<file path="src/rtl/timebase_pkg.sv">
// Shared constants and types for the multi-channel timebase.
// Default dividers give a 1 Hz tick at 100 MHz, or a tick every 10 cycles in test mode.
package timebase_pkg;

  localparam int DIV_NORM_DEF = 99_999_999;
  localparam int DIV_TEST_DEF = 9;
  localparam int CNT_W_DEF    = 8;

  typedef logic [CNT_W_DEF-1:0] cnt_t;

  typedef enum logic {
    IDLE = 1'b0,
    RUN  = 1'b1
  } ch_state_t;

endpackage

</file>
<file path="src/rtl/timebase_channel.sv">
// One loadable countdown channel: decrements on t_int while running, pulses done on expiry.
// Load to busy is 1 cycle; done is registered and coincides with busy falling.
module timebase_channel
  import timebase_pkg::*;
#(
  parameter int CNT_W = CNT_W_DEF
) (
  input  logic             clk,
  input  logic             rst,
  input  logic             clear,
  input  logic             ld,
  input  logic [CNT_W-1:0] ld_val,
  input  logic             t_int,
  output logic [CNT_W-1:0] cnt,
  output logic             busy,
  output logic             done
);

  ch_state_t state;

  always_ff @(posedge clk or negedge rst) begin
    if (!rst) begin
      state <= IDLE;
      cnt   <= '0;
      done  <= 1'b0;
    end else if (clear) begin
      state <= IDLE;
      cnt   <= '0;
      done  <= 1'b0;
    end else if (ld) begin
      // A load always wins over a coincident tick; a zero load expires at once.
      if (ld_val != '0) begin
        state <= RUN;
        cnt   <= ld_val;
        done  <= 1'b0;
      end else begin
        state <= IDLE;
        cnt   <= '0;
        done  <= 1'b1;
      end
    end else if (t_int && (state == RUN)) begin
      cnt <= cnt - 1'b1;
      if (cnt == CNT_W'(1)) begin
        state <= IDLE;
        done  <= 1'b1;
      end else begin
        done  <= 1'b0;
      end
    end else begin
      done <= 1'b0;
    end
  end

  assign busy = (state == RUN);

endmodule

</file>
<file path="src/rtl/timebase_multi_timer.sv">
// Shared prescaler producing a one-cycle tick every div+1 enabled cycles, driving N_CH countdown channels.
// tick and channel updates land on the same edge; enable=0 freezes everything without losing phase.
module timebase_multi_timer
  import timebase_pkg::*;
#(
  parameter int N_CH     = 4,
  parameter int CNT_W    = CNT_W_DEF,
  parameter int PRE_W    = 28,
  parameter int DIV_NORM = DIV_NORM_DEF,
  parameter int DIV_TEST = DIV_TEST_DEF
) (
  input  logic                  clk,
  input  logic                  rst,
  input  logic                  testmode,
  input  logic                  enable,
  input  logic                  clear,
  input  logic [N_CH-1:0]       ld,
  input  logic [N_CH*CNT_W-1:0] ld_val,
  output logic                  tick,
  output logic [N_CH*CNT_W-1:0] cnt,
  output logic [N_CH-1:0]       busy,
  output logic [N_CH-1:0]       done
);

  localparam logic [PRE_W-1:0] DIV_N = PRE_W'(DIV_NORM);
  localparam logic [PRE_W-1:0] DIV_T = PRE_W'(DIV_TEST);

  logic [PRE_W-1:0] q;
  logic [PRE_W-1:0] div;
  logic             tm_q;
  logic             mode_chg;
  logic             t_int;

  assign div      = tm_q ? DIV_T : DIV_N;
  assign mode_chg = (testmode != tm_q);
  // A mode switch restarts the period, so it must suppress the strobe that cycle.
  assign t_int    = enable && (q == div) && !mode_chg;

  always_ff @(posedge clk or negedge rst) begin
    if (!rst) begin
      q    <= '0;
      tm_q <= 1'b0;
      tick <= 1'b0;
    end else begin
      tm_q <= testmode;
      if (clear || mode_chg) begin
        q    <= '0;
        tick <= 1'b0;
      end else if (t_int) begin
        q    <= '0;
        tick <= 1'b1;
      end else begin
        tick <= 1'b0;
        if (enable) begin
          q <= q + 1'b1;
        end
      end
    end
  end

  for (genvar i = 0; i < N_CH; i++) begin : g_ch
    timebase_channel #(
      .CNT_W(CNT_W)
    ) u_ch (
      .clk   (clk),
      .rst   (rst),
      .clear (clear),
      .ld    (ld[i]),
      .ld_val(ld_val[i*CNT_W +: CNT_W]),
      .t_int (t_int),
      .cnt   (cnt[i*CNT_W +: CNT_W]),
      .busy  (busy[i]),
      .done  (done[i])
    );
  end

endmodule

</file>
<file path="config.mk">
export PLATFORM = sky130hd
export DESIGN_NAME = timebase_multi_timer
export DESIGN_NICKNAME = d
export VERILOG_FILES = /design/src/rtl/timebase_pkg.sv /design/src/rtl/timebase_channel.sv /design/src/rtl/timebase_multi_timer.sv
export SDC_FILE = /design/constraint.sdc
export NUM_CORES = 1
export LEC_CHECK = 0
export CAP_MARGIN = 20
export CORE_ASPECT_RATIO = 1.25
export CORE_MARGIN = 2
export CORE_UTILIZATION = 31
export DETAILED_ROUTE_END_ITERATION = 12
export PLACE_DENSITY = 0.49
export SETUP_SLACK_MARGIN = 0.15
export SYNTH_ARGS = -nofsm -noshare
export SYNTH_HDL_FRONTEND = slang
export SYNTH_SLANG_ARGS = --single-unit
</file>
<file path="constraint.sdc">
create_clock -name clk -period 6.6 [get_ports clk]
set_input_delay 1.32 -clock clk [delete_from_list [all_inputs] [get_ports clk]]
set_output_delay 1.32 -clock clk [all_outputs]
set_load 0.005 [all_outputs]
</file>
==> summary.txt <==
Detailed routing
  – Average wire per standard cell: roughly 18 µm
  – DR iter-0 viols: 311
  – Vias/cell: 5.666
  – DR pass1 iterations: 4
  – Drt total wl: roughly 14 mm
  – Antenna viol nets, final: 0
  – Routed vias: 4374
  – DRC: 0

Layout
  – Total Nets Final: 639
  – Non-Filler Instances: about 770
  – Area Growth Syn to Fin: 27.09%
  – FILL cells: 1457
  – Layout cells sized above 1: 7.071%
  – Diode count: 0

Power and ir drop
  – Internal power: 0.9063 mW
  – P_leak: ~2.1 nW
  – Switching pwr: 0.3221 mW
  – VDD IR max: 139.3 µV
  – Clock power frac: a little under half
  – Sw frac: 26.22%
  – Reg power frac: 38.4%
  – Part of the power in combinational logic: 14.9%
  – Pwr dens: 213.1 nW/µm²

Critical path
  – CP Data Arrival Time: ~4.1 ns
  – Cells on worst reg2reg path: 6
  – Crit path cell chain: clkdlybuf4s50_1, nor4b_1, nand4_1, a2111oi_4, buf_4, a21oi_1, o311a_1
  – R2r setup slk: 3.51 ns
  – Worst setup SP type: primary input
  – FF-to-FF Start: tm_q
  – Max stage delay on crit path: 0.74 ns
  – Maximum fanout along the worst path: 19
  – Critical Path End Type: flip-flop
  – Worst Setup Path Type: primary input to flip-flop
  – Data required time of the worst path: about 7 ns
  – Slowest stage cell, crit path: a2111oi_4
  – R2r endpoint: g_ch[3].u_ch.cnt[0]

Timing
  – Slew margin rel.: 35.44%
  – Crit path time final: between 3 and 4 ns
  – Fin Clk Skew: between 0.007 and 0.008 ns
  – Maximum operating frequency: between 200 and 300 MHz
  – Slew Viols, Final: 0
  – RSZ-0062 raised after global routing: false
  – Setup TNS: 0 ns
  – Tightest Pin Transition: 0.9684 ns
  – Period utilization: 58.85%
  – Setup Viol. Count Final: 0
  – Final Hold Fails: 0

Synthesis
  – #FFs+latches synth: 70
  – EDFF count, synth: 0
  – Post-synthesis adder-cell area fraction: 2.483%
  – Area fraction in compound gates after synthesis: 19.56%
  – Synth unique cells: 60
  – Async SR Flop Fraction: 100.0%
  – Synth Area per Inst: ~8.6 µm²
  – Synth Area in Simple Gates: 28.00%
  – Area of the mapped netlist: 4536 µm²
  – Synth warn: 0
  – Syn_nets: between 500 and 600
  – Post-Synth XOR/XNOR Area: 3.862%
  – Post-synthesis sequential area ratio: 38.62%
  – Primary FF master, synth: dfrtp_1
  – Largest family of logic cells by synthesized area: simple AND/OR/NAND/NOR gates
  – Post-synthesis mux area share: 0.5517%
  – Mapped Cells: 526

Clock tree
  – Worst skew pair latency: ~0.35 ns
  – CTS Hold Bufs: 0
  – Register clock-pin slew on the reported worst setup and hold paths: 0.06 ns
  – Postcts setup bufs: 0
  – Max Root-Sink Buffers: 2
  – CTS tree: yes
  – H-tree Lvls: 3
  – Total CTS buffers: 9
  – Clock Sinks: 70
  – Clk root buf: clkbuf_16
  – Post-CTS Resized: 0

Floorplan
  – Die width: 112.2 µm
  – I/O pins: 82
  – Die area: 15620 µm²
  – Site row count: 49
  – Initial core utilization: 31.62%
  – Die Span Y: 139.2 µm
  – Core Area: 14350 µm²

GRT
  – Tot GR Track Use: 18.07%
  – Largest net degree at the start of global routing: 71
  – Vias in the first global route: 4370
  – Remaining global-route overflow: 0
  – First-pass GRT wire length: 22.59 mm
  – Initial antenna violation count: 0

Hold path
  – Hold Path End: q[27]
  – Hold wc startpoint: q[27]
  – Worst hold path cell count: 2
  – Hold Path Class: flip-flop to flip-flop

Placement
  – Placed Instances: roughly 760
  – Port Buffer Count: 81
  – Global placer's final weighted congestion: 0.8426
  – DP HPWL: 10.03 mm

Run
  – Number of max-cap violations: 0

Status
  – Status: complete, no violations
power by group through the flow:
stage | Clock [mW] | Sequential, mW | Combinational [mW]
after floorplan | 0 | 0.471 | 0.0926
after global placement | 0 | 0.479 | 0.183
after detailed placement | 0 | 0.480 | 0.184
after CTS | 0.588 | 0.471 | 0.185
after global routing | 0.606 | 0.475 | 0.201
final | 0.573 | 0.472 | 0.183
worst max-delay path by stage:
stage | from | cells after the start | to | slack, ns
after floorplan | testmode | 8 | q[11] | 3.66
after global placement | testmode | 7 | g_ch[3].u_ch.cnt[0] | 2.49
after detailed placement | enable | 7 | g_ch[3].u_ch.cnt[0] | 2.38
after CTS | enable | 7 | g_ch[3].u_ch.cnt[0] | 2.72
after global routing | enable | 7 | g_ch[3].u_ch.cnt[6] | 2.43
final | enable | 7 | g_ch[3].u_ch.cnt[0] | 2.72
critical path, delay by kind of cell:
kind                   cells  cell delay, ns
AO/OA/AOI/OAI              3            1.14
buffers and inverters      2            0.98
AND/OR/NAND/NOR            2            0.67
registers in the layout, indices dropped and copies added, names as in the netlist:
name,count
g_ch.u_ch.busy,4
g_ch.u_ch.done,4
tm_q,1
q,28
g_ch.u_ch.cnt,32
tick,1
Yosys cell counts, drive strengths merged, types with 5 or more instances:
master  count  area, µm²
nand2b      7      43.79
o21ai      27      135.1
a311oi     16      140.1
inv        32      120.1
or3        14      87.58
o31ai       9      67.56
o22ai       6      37.54
ha          9      112.6
and3        5      31.28
o211ai      6      45.04
or2         5      31.28
nor4b       9      78.83
xnor2      16      140.1
nand4      11      68.82
clkbuf     19      71.32
nor4       19      118.9
nand2      40      150.1
dfrtp      70       1752
nor2       58      217.7
a21oi      15      75.07
a31oi      10      62.56
nor3       15      80.08
or4        14      112.6
nand3      25      135.1
buf        15      118.9
layout by cell type (no fill, tap or decap), drive strengths merged, types with 3 or more instances in the layout:
cell,count
a32o,4
o21ai,27
o2bb2ai,3
a21oi,15
or3,14
clkbuf,9
a31o,3
nor4,19
ha,9
a2111oi,4
nor2,58
o211ai,6
nor4b,9
nand4,11
o22ai,6
nand2b,7
xnor2,16
clkinv,4
a31oi,10
buf,6
inv,33
dfrtp,70
or4,14
bufinv,3
a311oi,16
a211o,3
nor3,15
o31ai,9
clkdlybuf4s50,80
or2,5
and4,3
nand2,40
and3,5
nand3,25
xor2,4
layer usage:
metal | track usage (%) | vias up | routed length [µm]
met5 | 0 | - | 0
met4 | 7.574 | 0 | 291
met3 | 3.441 | 20 | 685
met2 | 30.98 | 124 | 6991
met1 | 22.16 | 2136 | 6111
li1 | - | 2094 | -
area by class of cell:
class / count / area (µm²) / share of cell area [%]
flip-flops and latches: 70 / 1752 / 30.39
inverters: 33 / 123.9 / 2.149
repair buffers: 86 / 843.3 / 14.63
clock inverters: 7 / 121.4 / 2.105
multi-input cells: 389 / 2476 / 42.96
well taps: 178 / 222.7 / 3.864
clock buffers: 9 / 225.2 / 3.907
per-stage QoR:
stage / power [mW] / cell area, µm² / utilization [%] / hold slack, ns / setup WS, ns
CTS: 1.245 / 5764 / 40.18 / 0.5528 / 2.719
finish: 1.228 / 5764 / 40.18 / 0.5526 / 2.716
global route: 1.282 / 5764 / 40.18 / 0.5976 / 2.428
detailed placement: 0.6631 / 5418 / 37.76 / 0.5360 / 2.379
global placement: 0.6623 / 5418 / 37.76 / 0.5427 / 2.489
floorplan: 0.5638 / 4536 / - / 0.4921 / 3.656
cell families after synthesis:
family                     after synthesis
AOI/OAI and AO/OA                      122
xor gates and xnor gates                20
adders and majority gates                9
buffers and inverters                   67
DFF                                     70
muxes                                    2
and+or+nand+nor                        236
Note: power is estimated with default switching activity, not from simulation.
==> edit (same settings) <==
The package constant `DIV_NORM_DEF` goes from 99_999_999 to 74_999_999.
--- a/src/rtl/timebase_pkg.sv
+++ b/src/rtl/timebase_pkg.sv
@@ -4,3 +4,3 @@
 
-  localparam int DIV_NORM_DEF = 99_999_999;
+  localparam int DIV_NORM_DEF = 74_999_999;
   localparam int DIV_TEST_DEF = 9;
Formal check against the unedited RTL: no difference found for any inputs over 10 cycles, from zero or initial values and one cycle with rst low; that may be too few to reach the edited logic, so the function may still have changed.
==> edit against the unedited design <==
Combinational power shrank 15%; synthesized cell count shrank 2.5%; setup slack gained 0.17 ns; sequential cell count is the same; design area shrank 3.4%; total power shrank 13%; area after synthesis shrank 2.3%; wire length shrank 8.9%; register-to-register slack gained 0.42 ns; clock power shrank 23%; die area shrank 2.2%; count of clock-buffer cells in the layout grew 3.
==> edit: results (changes against the unedited design) <==
[finish]
finalNetCount=620  ; -3.0%

[synth]
netlist_instances=513  ; -2.5%
synthArstFlopShare=1.00  ; unchanged
ys_seq_area_frac=0.395  ; +0.00916
synthTopCellsByCount=dfrtp_1, nor2_1, nand2_1
synth_area_leaders=dfrtp_1, nor2_1, nand2_1
syn_nets=563  ; -2.3%

[placement]
place_congestion=0.832  ; -1.3%
dp_cells=733  ; -3.0%
placed_area_um2=5290  ; -2.3%
dp_hpwl_um=8860  ; -12%

[drt]
routed_wl_um=12800  ; -8.9%
routed-via-count=4205  ; -3.9%
routedWlPerCell_um=17.1  ; -6.0%
wl_met3_um=647  ; -5.5%
drt-pass1-iter-count=6  ; +2
routed-wl-met2_um=6500  ; -7.0%
first_iter_violations=205  ; -34%
wl_met1_um=5510  ; -9.9%

[power]
p_int_uw=781  ; -14%
p_leak_nw=2.08  ; -2.8%
peakVddDrop_mv=0.112  ; -20%

[critical_path]
arrival_ns=3.90  ; -0.21 ns
crit_fanout=43  ; +24
cp_slowest_cell=clkdlybuf4s50_1

[run_status]
outcome=complete, no violations

[grt]
grt_use_met1=0.205  ; -0.0162
grt_first_pass_wirelength_um=21400  ; -5.3%
grtUsageMet2=0.309  ; -0.000972
grtUsageMet3=0.0392  ; +0.00475

[timing]
clock_skew_ns=0.00486  ; -0.00233 ns
worst_pin_slew_ns=0.951  ; -0.0170 ns

==> edit: final timing paths <==
| kind | start | slack (ns) | end |
|---|---|---|---|
| setup / recovery | enable | 2.88 | g_ch[2].u_ch.cnt[6] |
| hold / removal | q[27] | 0.55 | q[27] |
| setup reg to reg | q[20] | 3.93 | g_ch[2].u_ch.cnt[6] |
| hold reg to reg | q[27] | 0.55 | q[27] |
| max in group asynchronous | rst | 4.79 | q[16] |
| min in group asynchronous | rst | 1.22 | g_ch[0].u_ch.cnt[6] |
==> edit: cells by family (layout without fill, tap and decap cells) <==
kind of cell | count (synthesis) | count (layout) | share of synthesized area
flops | 70 | 70 | 0.395
xor+xnor | 18 | 18 | 0.0356
fa+ha+maj | 9 | 9 | 0.0254
buf+inv | 79 | 139 | 0.0774
compound gates | 108 | 108 | 0.185
simple gates | 229 | 229 | 0.281
==> edit: worst max-delay path, delay by kind of cell <==
kind / cells / cell delay, ns
buffers and inverters: 2 / 1.22
AOI/OAI and AO/OA: 3 / 0.78
and+or+nand+nor: 2 / 0.57
==> edit: through the flow <==
stage / power (mW) / setup slack (ns) / hold slack, ns / util
2_1_floorplan: 0.544 / 3.62 / 0.496 / -
5_1_grt: 1.12 / 2.60 / 0.598 / 0.401
6_report: 1.06 / 2.88 / 0.553 / 0.401
3_5_place_dp: 0.634 / 2.19 / 0.541 / 0.381
3_3_place_gp: 0.633 / 2.29 / 0.530 / 0.381
4_1_cts: 1.08 / 2.56 / 0.553 / 0.400
==> edit: area by class of cell <==
class / instances / area, um^2
Fill cell: 1411 / 8300
Multi-Input combinational cell: 364 / 2350
Sequential cell: 70 / 1750
Timing Repair Buffer: 86 / 848
Clock buffer: 12 / 246
Tap cell: 175 / 219
Inverter: 39 / 146
Clock inverter: 2 / 10.0
